$ cat src/rtl/score_display_scan_if.sv
// score_display_scan_if: score/game-state inputs and seven-segment drive outputs.
interface score_display_scan_if;
    logic [7:0] binaryruns;
    logic [3:0] binarywickets;
    logic       inningOver;
    logic       gameOver;
    logic       winner;
    logic [3:0] an;
    logic [6:0] ca;
    logic       dp;
    modport master (output binaryruns, binarywickets, inningOver, gameOver, winner, input an, ca, dp);
    modport slave  (input binaryruns, binarywickets, inningOver, gameOver, winner, output an, ca, dp);
endinterface

$ cat src/rtl/score_display_scan.sv
// score_display_scan: runs/wickets to multiplexed 4-digit seven-segment drive
// with sequential binary-to-BCD, inning-over blink and winner message.
module score_display_scan #(
    parameter int unsigned REFRESH_DIV = 100_000,
    parameter int unsigned BLINK_DIV   = 50_000_000
) (
    input logic clk_fpga,
    input logic reset,
    score_display_scan_if.slave bus
);
    localparam int RW = REFRESH_DIV > 1 ? $clog2(REFRESH_DIV) : 1;
    localparam int BW = BLINK_DIV > 1 ? $clog2(BLINK_DIV) : 1;
    typedef enum logic [1:0] {IDLE, SHIFT, LOAD} conv_t;
    conv_t       st;
    logic [7:0]  last_runs, sh;
    logic [11:0] scr, adj;
    logic [2:0]  bit_cnt;
    logic [3:0]  dig_h, dig_t, dig_u;
    logic [RW-1:0] ref_cnt;
    logic [BW-1:0] blink_cnt;
    logic [1:0]  idx;
    logic        ref_tc, blink_run, blink_tc, blink_off, blink_off_n, dp_n;
    logic [6:0]  ca_n;
    function automatic logic [6:0] glyph(input logic [3:0] d);
        case (d)
            4'd0: glyph = 7'h40;
            4'd1: glyph = 7'h79;
            4'd2: glyph = 7'h24;
            4'd3: glyph = 7'h30;
            4'd4: glyph = 7'h19;
            4'd5: glyph = 7'h12;
            4'd6: glyph = 7'h02;
            4'd7: glyph = 7'h78;
            4'd8: glyph = 7'h00;
            4'd9: glyph = 7'h10;
            default: glyph = 7'h7F;
        endcase
    endfunction
    always_comb begin
        adj[3:0]  = scr[3:0]  >= 4'd5 ? scr[3:0]  + 4'd3 : scr[3:0];
        adj[7:4]  = scr[7:4]  >= 4'd5 ? scr[7:4]  + 4'd3 : scr[7:4];
        adj[11:8] = scr[11:8] >= 4'd5 ? scr[11:8] + 4'd3 : scr[11:8];
    end
    // Display digits only change in LOAD, so the scan never sees a partial result.
    always_ff @(posedge clk_fpga or posedge reset) begin
        if (reset) begin
            st        <= IDLE;
            last_runs <= '0;
            sh        <= '0;
            scr       <= '0;
            bit_cnt   <= '0;
            dig_h     <= '0;
            dig_t     <= '0;
            dig_u     <= '0;
        end else begin
            case (st)
                IDLE: if (bus.binaryruns != last_runs) begin
                    sh        <= bus.binaryruns;
                    last_runs <= bus.binaryruns;
                    scr       <= '0;
                    bit_cnt   <= '0;
                    st        <= SHIFT;
                end
                SHIFT: begin
                    {scr, sh} <= {adj, sh} << 1;
                    bit_cnt   <= bit_cnt + 3'd1;
                    st        <= bit_cnt == 3'd7 ? LOAD : SHIFT;
                end
                LOAD: begin
                    dig_h <= scr[11:8];
                    dig_t <= scr[7:4];
                    dig_u <= scr[3:0];
                    st    <= IDLE;
                end
                default: st <= IDLE;
            endcase
        end
    end
    assign ref_tc      = ref_cnt == RW'(REFRESH_DIV - 1);
    assign blink_run   = bus.inningOver & ~bus.gameOver;
    assign blink_tc    = blink_cnt == BW'(BLINK_DIV - 1);
    assign blink_off_n = blink_run & (blink_tc ? ~blink_off : blink_off);
    always_comb begin
        ca_n = 7'h7F;
        dp_n = 1'b1;
        if (bus.gameOver)
            case (idx)
                2'd2: ca_n = 7'h07;
                2'd1: ca_n = 7'h3F;
                2'd0: ca_n = bus.winner ? 7'h24 : 7'h79;
                default: ca_n = 7'h7F;
            endcase
        else
            case (idx)
                2'd3: begin
                    ca_n = bus.binarywickets >= 4'd10 ? 7'h08 : glyph(bus.binarywickets);
                    dp_n = 1'b0;
                end
                2'd2: ca_n = dig_h == 4'd0 ? 7'h7F : glyph(dig_h);
                2'd1: ca_n = (dig_h == 4'd0 && dig_t == 4'd0) ? 7'h7F : glyph(dig_t);
                default: ca_n = glyph(dig_u);
            endcase
    end
    // Anode, cathode and dp share one register stage so they switch on the same edge.
    always_ff @(posedge clk_fpga or posedge reset) begin
        if (reset) begin
            ref_cnt   <= '0;
            idx       <= '0;
            blink_cnt <= '0;
            blink_off <= 1'b0;
            bus.an    <= 4'b1111;
            bus.ca    <= 7'h7F;
            bus.dp    <= 1'b1;
        end else begin
            ref_cnt   <= ref_tc ? '0 : ref_cnt + RW'(1);
            idx       <= ref_tc ? idx + 2'd1 : idx;
            blink_cnt <= (!blink_run || blink_tc) ? '0 : blink_cnt + BW'(1);
            blink_off <= blink_off_n;
            bus.an    <= blink_off_n ? 4'b1111 : ~(4'b0001 << idx);
            bus.ca    <= ca_n;
            bus.dp    <= dp_n;
        end
    end
endmodule
$ cat src/flat_wrapper.sv
// flat-port wrapper written by rule: the top's interface ports become plain ports
module score_display_scan_flat 
#(
    parameter int unsigned REFRESH_DIV = 100_000,
    parameter int unsigned BLINK_DIV   = 50_000_000
)
  (clk_fpga, reset, bus_binaryruns, bus_binarywickets, bus_inningOver, bus_gameOver, bus_winner, bus_an, bus_ca, bus_dp);
  score_display_scan_if bus_i ();
  input logic clk_fpga;
  input logic reset;
  input wire logic [$bits(bus_i.binaryruns)-1:0] bus_binaryruns;
  input wire logic [$bits(bus_i.binarywickets)-1:0] bus_binarywickets;
  input wire logic [$bits(bus_i.inningOver)-1:0] bus_inningOver;
  input wire logic [$bits(bus_i.gameOver)-1:0] bus_gameOver;
  input wire logic [$bits(bus_i.winner)-1:0] bus_winner;
  output wire logic [$bits(bus_i.an)-1:0] bus_an;
  output wire logic [$bits(bus_i.ca)-1:0] bus_ca;
  output wire logic [$bits(bus_i.dp)-1:0] bus_dp;
  assign bus_i.binaryruns = bus_binaryruns;
  assign bus_i.binarywickets = bus_binarywickets;
  assign bus_i.inningOver = bus_inningOver;
  assign bus_i.gameOver = bus_gameOver;
  assign bus_i.winner = bus_winner;
  assign bus_an = bus_i.an;
  assign bus_ca = bus_i.ca;
  assign bus_dp = bus_i.dp;
  score_display_scan #(.REFRESH_DIV(REFRESH_DIV), .BLINK_DIV(BLINK_DIV)) u_core (.clk_fpga(clk_fpga), .reset(reset), .bus(bus_i));
endmodule
$ cat config.mk
export PLATFORM = sky130hd
export DESIGN_NAME = score_display_scan_flat
export DESIGN_NICKNAME = d
export VERILOG_FILES = /design/src/rtl/score_display_scan_if.sv /design/src/rtl/score_display_scan.sv /design/src/flat_wrapper.sv
export SDC_FILE = /design/constraint.sdc
export NUM_CORES = 1
export LEC_CHECK = 0
export CELL_PAD_IN_SITES_DETAIL_PLACEMENT = 1
export CELL_PAD_IN_SITES_GLOBAL_PLACEMENT = 2
export CORE_UTILIZATION = 36
export CTS_CLUSTER_SIZE = 28
export DETAILED_ROUTE_END_ITERATION = 16
export PLACE_DENSITY = 0.86
export SETUP_SLACK_MARGIN = 0.02
export SLEW_MARGIN = 20
export SYNTH_ARGS = -nofsm -noshare
export SYNTH_HDL_FRONTEND = slang
export SYNTH_SLANG_ARGS = --single-unit
$ cat constraint.sdc
create_clock -name clk_fpga -period 3.11 [get_ports clk_fpga]
set_input_delay 0.622 -clock clk_fpga [delete_from_list [all_inputs] [get_ports clk_fpga]]
set_output_delay 0.622 -clock clk_fpga [all_outputs]
set_load 0.01 [all_outputs]
---- Yosys cells after proc, flatten, opt, wreduce, memory -nomap -nowiden ----
Memories as Yosys holds them, arrays and structs flattened.
Index checks and enable logic that the tools add are counted.
word-level totals
  bits in registers ....................... 103
  ROM bits ................................ 448
  memories ................................ 4
memory list
  name             words  bits a word  rd ports  clocked after memory_dff  wr ports  RTL line                  source
  (no name shown)  16     7            1         0                         0         score_display_scan.sv:25  case (d)
  (no name shown)  16     7            1         0                         0         score_display_scan.sv:25
  (no name shown)  16     7            1         0                         0         score_display_scan.sv:25
  (no name shown)  16     7            1         0                         0         score_display_scan.sv:25
cells by class
  add/sub/neg operators ................... 7
  $lt $le $gt $ge ......................... 4
  equality and inequality tests ........... 10
  shift operators ......................... 1
  muxes and demuxes ....................... 25
  bitwise gates (word level) .............. 5
  reductions and logical operators ........ 10
operators by type and width
  cell                     number
  $pmux W7 S3              2
  $mux W7                  5
  $add A26 B1 Y26 const B  1
  $eq A26 B26 Y1 const B   1
  $mux W26                 1
  $pmux W12 S2             1
  $add A17 B1 Y17 const B  1
  $eq A17 B17 Y1 const B   1
  $mux W17                 1
  $pmux W8 S2              1
  $ge A4 B3 Y1 const B     3
  $mux W12                 1
  $mux W4                  3
  $add A4 B2 Y4 const B    2
  $logic_not A4 Y1         2
  $mux W8                  1
  $ne A8 B8 Y1             1
  $eq A2 B2 Y1 const B     3
  $mux W3                  2
  $pmux W3 S2              1
  $eq A2 B1 Y1 const B     2
  $ge A4 B4 Y1 const B     1
  $logic_not A2 Y1         2
  $mux W2                  2
  other kinds (16)         21

---- Logic depth before layout (Yosys ltp) ----
  depth after elaboration ................. 5
  depth in mapped cells ................... 7
  gate-level depth less buffers ........... 7

---- Least setup slack after synthesis ----
OpenSTA, ideal clock, no wires.
  kind .................................... register to register
  start point ............................. register u_core.blink_cnt[0]
  end point ............................... register u_core.blink_cnt[13]
  arrival time ............................ 1,804 ps
  data required time ...................... 2,991 ps
  path slack .............................. 1,187 ps
  stages on the path, launching flop included .. 8
  buffers on the path ..................... 1
  period minus slack after synthesis ...... 1,923 ps
  cell sequence ........................... dfrtp_1 ha_1 and4_4 nand4_4 or4_4 nand2_4 buf_12 nor2_2
on the way
  longest elaborated chain between the ends .. 3
RTL lines
  what                                                                     RTL line                   source
  from (decl)                                                              score_display_scan.sv:20   logic [BW-1:0] blink_cnt;
  from (signal assigned)                                                   score_display_scan.sv:117  blink_cnt <= (!blink_run || blink_tc) ? '0 : blink_cnt + BW'(1);
  parallel branches: the longest is 2 deep, another holds $add A26 B1 Y26  n/a
  $mux W26 (*)                                                             score_display_scan.sv:117
Mark *: on every way between the ends.
A chain may end at the register's enable or synchronous reset.

---- Worst setup path after layout ----
  start point ............................. input bus_binaryruns[3]
  end point ............................... register u_core.last_runs[4]
on the way
  longest elaborated chain between the ends .. 2
RTL lines
  what                         RTL line                  source
  from (decl)                  flat_wrapper.sv:11        input wire logic [$bits(bus_i.binaryruns)-1:0] bus_binaryruns;
  $ne A8 B8 Y1                 score_display_scan.sv:57  IDLE: if (bus.binaryruns != last_runs) begin
  $reduce_and A2 Y1 (no line)  n/a
  to (signal assigned)         score_display_scan.sv:59  last_runs <= bus.binaryruns;
  to (decl)                    score_display_scan.sv:15  logic [7:0] last_runs, sh;
No other way between the ends.

==> impl_results.rst <==
.. list-table::
   :header-rows: 1

   * - Metric
     - Value
   * - RR Endpoint
     - u_core.blink_cnt[25]$_DFF_PP0_
   * - Average footprint of a synthesized cell
     - ~10 um2
   * - Maximum number of pins on one net before global-route repair
     - 64
   * - Postcts setup bufs
     - 0
   * - Path category of the worst min-delay check
     - reg2reg
   * - Synth async-reset ratio
     - 100%
   * - Number of placed instances with taps included
     - 813
   * - Critical Path Start Type
     - primary input
   * - Headroom to the max-slew limit
     - roughly a third
   * - Area of placed instances
     - 6320 um2
   * - Static power due to leakage
     - 2.85 nW
   * - Proportion of synthesized chip area in sequential cells
     - 44.6%
   * - Cell count of the worst hold path
     - 1
   * - Outcome
     - finished, final reports clean
   * - Final cycle utilization of the critical path
     - 72.9%
   * - Count of input and output buffers
     - 28
   * - Netlist area before placement
     - between 5000 and 6000 um2
   * - Drt first-iter violations
     - 163
   * - Placeable core region
     - around 16000 um2
   * - Number of fill cells in the layout
     - 1793
   * - Initial antenna violation count
     - 0
   * - Resized Gates After CTS
     - 0
   * - Worst-skew pair later-pin latency
     - 0.35 ns
   * - Post-layout worst setup margin
     - 0.844 ns
   * - Critical path data arrival time
     - 2.51 ns
   * - Synthesized instance count
     - 584
   * - Post-layout power
     - 4.90 mW
   * - Number of global-route vias before repair
     - 4522
   * - Count of placed standard cells in the final layout, fillers left out
     - 829
   * - Worst VDD drop
     - between 0.0004 and 0.0005 V
   * - Aggregate global routing overflow
     - 0
   * - Number of optimization iterations in the first detailed-route pass
     - 4
   * - Maximum achievable frequency
     - 441 MHz
   * - Reg-to-reg setup timing slack
     - between 0.8 and 0.9 ns
   * - Die Width
     - between 100 and 150 um
   * - Cell area power density
     - 743 nW/um2
   * - Required time worst endpoint
     - 3.35 ns
   * - Total die area
     - ~17000 um2
   * - Clock tree sinks
     - 103
   * - Number of distinct library cells after synthesis
     - 62
   * - Number of vias per cell
     - just over 5
   * - Via count
     - 4259
   * - Total nets after synthesis
     - approximately 640
   * - RSZ-0062 raised after global routing
     - false
   * - Clock-pin slew on the worst setup and hold paths
     - 0.07 ns
   * - Count of inserted antenna diode cells
     - 0
   * - Vertical extent of the die
     - roughly 130 um
   * - Largest fanout on the critical path
     - 9
   * - Worst slack, placed
     - between 0.4 and 0.5 ns
   * - Number of warnings issued by yosys
     - 0
   * - I/O pin count
     - 29
   * - Half-perimeter wire length after detailed placement
     - 9.44 mm
   * - Row Count
     - 46
   * - Clock Skews
     - 0.0107 ns
   * - Max-cap violations
     - 0
   * - Endpoints failing setup
     - 0
   * - Main flop type after synthesis
     - sky130_fd_sc_hd__dfrtp_1
   * - Wire length after detailed routing
     - 12.9 mm
   * - Hold Crit Endpoint
     - u_core.bit_cnt[0]$_DFFE_PP0P_
   * - Fraction of the core area covered by cells at the end of the flow
     - 41.7%
   * - Layout net count
     - 662
   * - Final cell area excluding filler cells
     - 6600 um2
   * - Post-Route Setup TNS
     - 0 ns
   * - Synthesis-stage register bit count
     - 103
   * - Initial Utilization
     - 36.8%
   * - Fraction of final layout cells with drive strength greater than 1
     - about an eighth
   * - Worst setup path class
     - in2reg
   * - Count of cells along the worst register-to-register path
     - 6
   * - Post-route DRC
     - 0
   * - Final-report max-slew violation count
     - 0
   * - TritonCTS buffer count
     - 9
   * - Endpoint class of the critical path
     - flip-flop
   * - Worst hold margin
     - 0.480 ns
   * - Source of the worst hold timing path
     - u_core.bit_cnt[0]$_DFFE_PP0P_
   * - Global-route total usage across every layer
     - between 10% and 20%
   * - Number of synthesized flops with an enable pin
     - 0
   * - Final weighted congestion in routability-driven placement
     - 0.771
   * - Worst Max-Slew Pin Slew
     - roughly 1 ns
   * - Maximum level of the CTS H-tree
     - 3
   * - Post-route minimum period
     - between 2 and 2.5 ns
   * - Number of hold buffers added after cts
     - 0
   * - Global-route wire length before repair
     - ~22 mm
   * - Root Driver
     - sky130_fd_sc_hd__clkbuf_16
   * - Clk buf depth
     - 2
   * - Critical R2R Launch
     - u_core.blink_cnt[0]$_DFF_PP0_
   * - CTS tree
     - built
   * - Count of nets left with antenna violations after detail routing
     - 0
   * - Synth-to-layout area growth
     - 13.5%
   * - Number of endpoints with negative hold slack in the final report
     - 0
   * - Routed wire length per instance
     - 15.6 um
cells in the final DEF (no fill, tap or decap), types with 4 or more instances in the layout:
cell type                         instances
sky130_fd_sc_hd__a21oi_1                 20
sky130_fd_sc_hd__and3_1                   8
sky130_fd_sc_hd__o21ai_0                 33
sky130_fd_sc_hd__ha_1                    37
sky130_fd_sc_hd__o22ai_1                  5
sky130_fd_sc_hd__xor2_1                  27
sky130_fd_sc_hd__xnor2_1                 24
sky130_fd_sc_hd__o31a_1                   7
sky130_fd_sc_hd__clkbuf_16                9
sky130_fd_sc_hd__dfrtp_1                 91
sky130_fd_sc_hd__dfstp_2                 12
sky130_fd_sc_hd__buf_4                    5
sky130_fd_sc_hd__nand2b_1                22
sky130_fd_sc_hd__nand4_1                 13
sky130_fd_sc_hd__mux2i_1                  4
sky130_fd_sc_hd__nand2_1                 48
sky130_fd_sc_hd__a21o_1                   6
sky130_fd_sc_hd__nor2_2                  20
sky130_fd_sc_hd__inv_1                   26
sky130_fd_sc_hd__mux2_2                  17
sky130_fd_sc_hd__a22o_1                   8
sky130_fd_sc_hd__nor3_1                   5
sky130_fd_sc_hd__nor2_1                  47
sky130_fd_sc_hd__clkdlybuf4s50_1         28
sky130_fd_sc_hd__o22a_1                   7
sky130_fd_sc_hd__nand3_1                 16
sky130_fd_sc_hd__and2_1                   5
sky130_fd_sc_hd__or3_1                    5
worst max-delay path, stage by stage:
cell	delay (ns)
sky130_fd_sc_hd__clkdlybuf4s50_1	0.55
sky130_fd_sc_hd__xnor2_1	0.15
sky130_fd_sc_hd__nand4_1	0.12
sky130_fd_sc_hd__nor2_1	0.28
sky130_fd_sc_hd__or3_1	0.40
sky130_fd_sc_hd__mux2_2	0.38
routing by layer:
| metal | share of wire (%) | global-route usage (%) | up-vias | wire [um] |
|---|---|---|---|---|
| met2 | 49 | 28.7 | 48 | 6340 |
| met5 | 0 | 0 | - | 0 |
| met3 | 2.4 | 3.18 | 13 | 312 |
| met1 | 47 | 21.1 | 2117 | 6060 |
| li1 | - | - | 2081 | - |
| met4 | 1.5 | 5.81 | 0 | 191 |
worst max-delay path by stage:
stage / startpoint / slack [ns] / cells after the start / to
3_3_place_gp: bus_binaryruns[3] / 0.58 / 6 / u_core.last_runs[0]$_DFFE_PP0P_
2_1_floorplan: u_core.blink_cnt[0]$_DFF_PP0_ / 1.19 / 7 / u_core.blink_cnt[13]$_DFF_PP0_
5_1_grt: bus_binaryruns[0] / 0.74 / 6 / u_core.last_runs[0]$_DFFE_PP0P_
3_5_place_dp: bus_binaryruns[3] / 0.47 / 6 / u_core.last_runs[7]$_DFFE_PP0P_
4_1_cts: u_core.blink_cnt[0]$_DFF_PP0_ / 0.85 / 6 / u_core.blink_cnt[5]$_DFF_PP0_
6_report: bus_binaryruns[3] / 0.84 / 6 / u_core.last_runs[4]$_DFFE_PP0P_
area by class of cell:
cell class	instances	area (um2)	share of cell area (%)
multi-input combinational	433	3010	45.6
sequential	103	2590	39.3
timing repair buffer	34	338	5.12
tap	216	270	4.09
clock buffer	11	243	3.68
inverter	27	105	1.59
clock inverter	5	38.8	0.588
cells in the mapped netlist (3+ instances only):
cell	n	area [um2]
sky130_fd_sc_hd__dfrtp_1	91	2280
sky130_fd_sc_hd__mux2_2	17	191
sky130_fd_sc_hd__o31a_1	7	61.3
sky130_fd_sc_hd__nor2_2	20	125
sky130_fd_sc_hd__o22ai_1	5	31.3
sky130_fd_sc_hd__xnor2_1	24	210
sky130_fd_sc_hd__and3_1	8	50.1
sky130_fd_sc_hd__and2_1	5	31.3
sky130_fd_sc_hd__ha_1	37	463
sky130_fd_sc_hd__inv_1	27	101
sky130_fd_sc_hd__nor3_1	5	25.0
sky130_fd_sc_hd__dfstp_2	12	315
sky130_fd_sc_hd__nor4_1	4	25.0
sky130_fd_sc_hd__nand2_1	48	180
sky130_fd_sc_hd__buf_2	4	20.0
sky130_fd_sc_hd__a21oi_1	20	100
sky130_fd_sc_hd__nor2_1	47	176
sky130_fd_sc_hd__o21ai_0	33	165
sky130_fd_sc_hd__nand2b_1	22	138
sky130_fd_sc_hd__a22o_1	8	70.1
sky130_fd_sc_hd__or3_1	5	31.3
sky130_fd_sc_hd__nand3_1	16	80.1
sky130_fd_sc_hd__nand4_1	13	81.3
sky130_fd_sc_hd__nor2b_1	3	18.8
sky130_fd_sc_hd__a22oi_1	3	22.5
sky130_fd_sc_hd__a21o_1	6	45.0
sky130_fd_sc_hd__mux2i_1	4	40.0
sky130_fd_sc_hd__o22a_1	7	61.3
sky130_fd_sc_hd__xor2_1	27	236
sky130_fd_sc_hd__clkbuf_1	15	56.3
sky130_fd_sc_hd__and4_1	3	26.3
report_power, final:
group / internal (mW) / leakage (nW) / switching [mW]
clock network: 0.571 / 0.137 / 0.520
registers: 1.69 / 1.31 / 0.335
logic: 0.888 / 1.40 / 0.902
total: 3.15 / 2.85 / 1.76
registers in the layout (all words and copies together) (netlist names):
signal,flops
u_core.scr,12
u_core.last_runs,8
u_core.bus.dp,1
u_core.blink_cnt,26
u_core.bus.ca,7
u_core.ref_cnt,17
u_core.st,2
u_core.bus.an,4
u_core.idx,2
u_core.blink_off,1
u_core.dig_h,4
u_core.dig_t,4
u_core.bit_cnt,3
u_core.dig_u,4
u_core.sh,8
kinds of logic after synthesis:
kind of cell               count (synthesis)  share of synthesized area, %
muxes                                     21                          3.98
DFF                                      103                          44.6
buffers and inverters                     48                          3.74
AOI/OAI and AO/OA                        112                          12.8
xor gates and xnor gates                  51                          7.68
and+or+nand+nor                          212                          19.3
adders and majority gates                 37                          7.96
(Power assumes the default switching activity.)
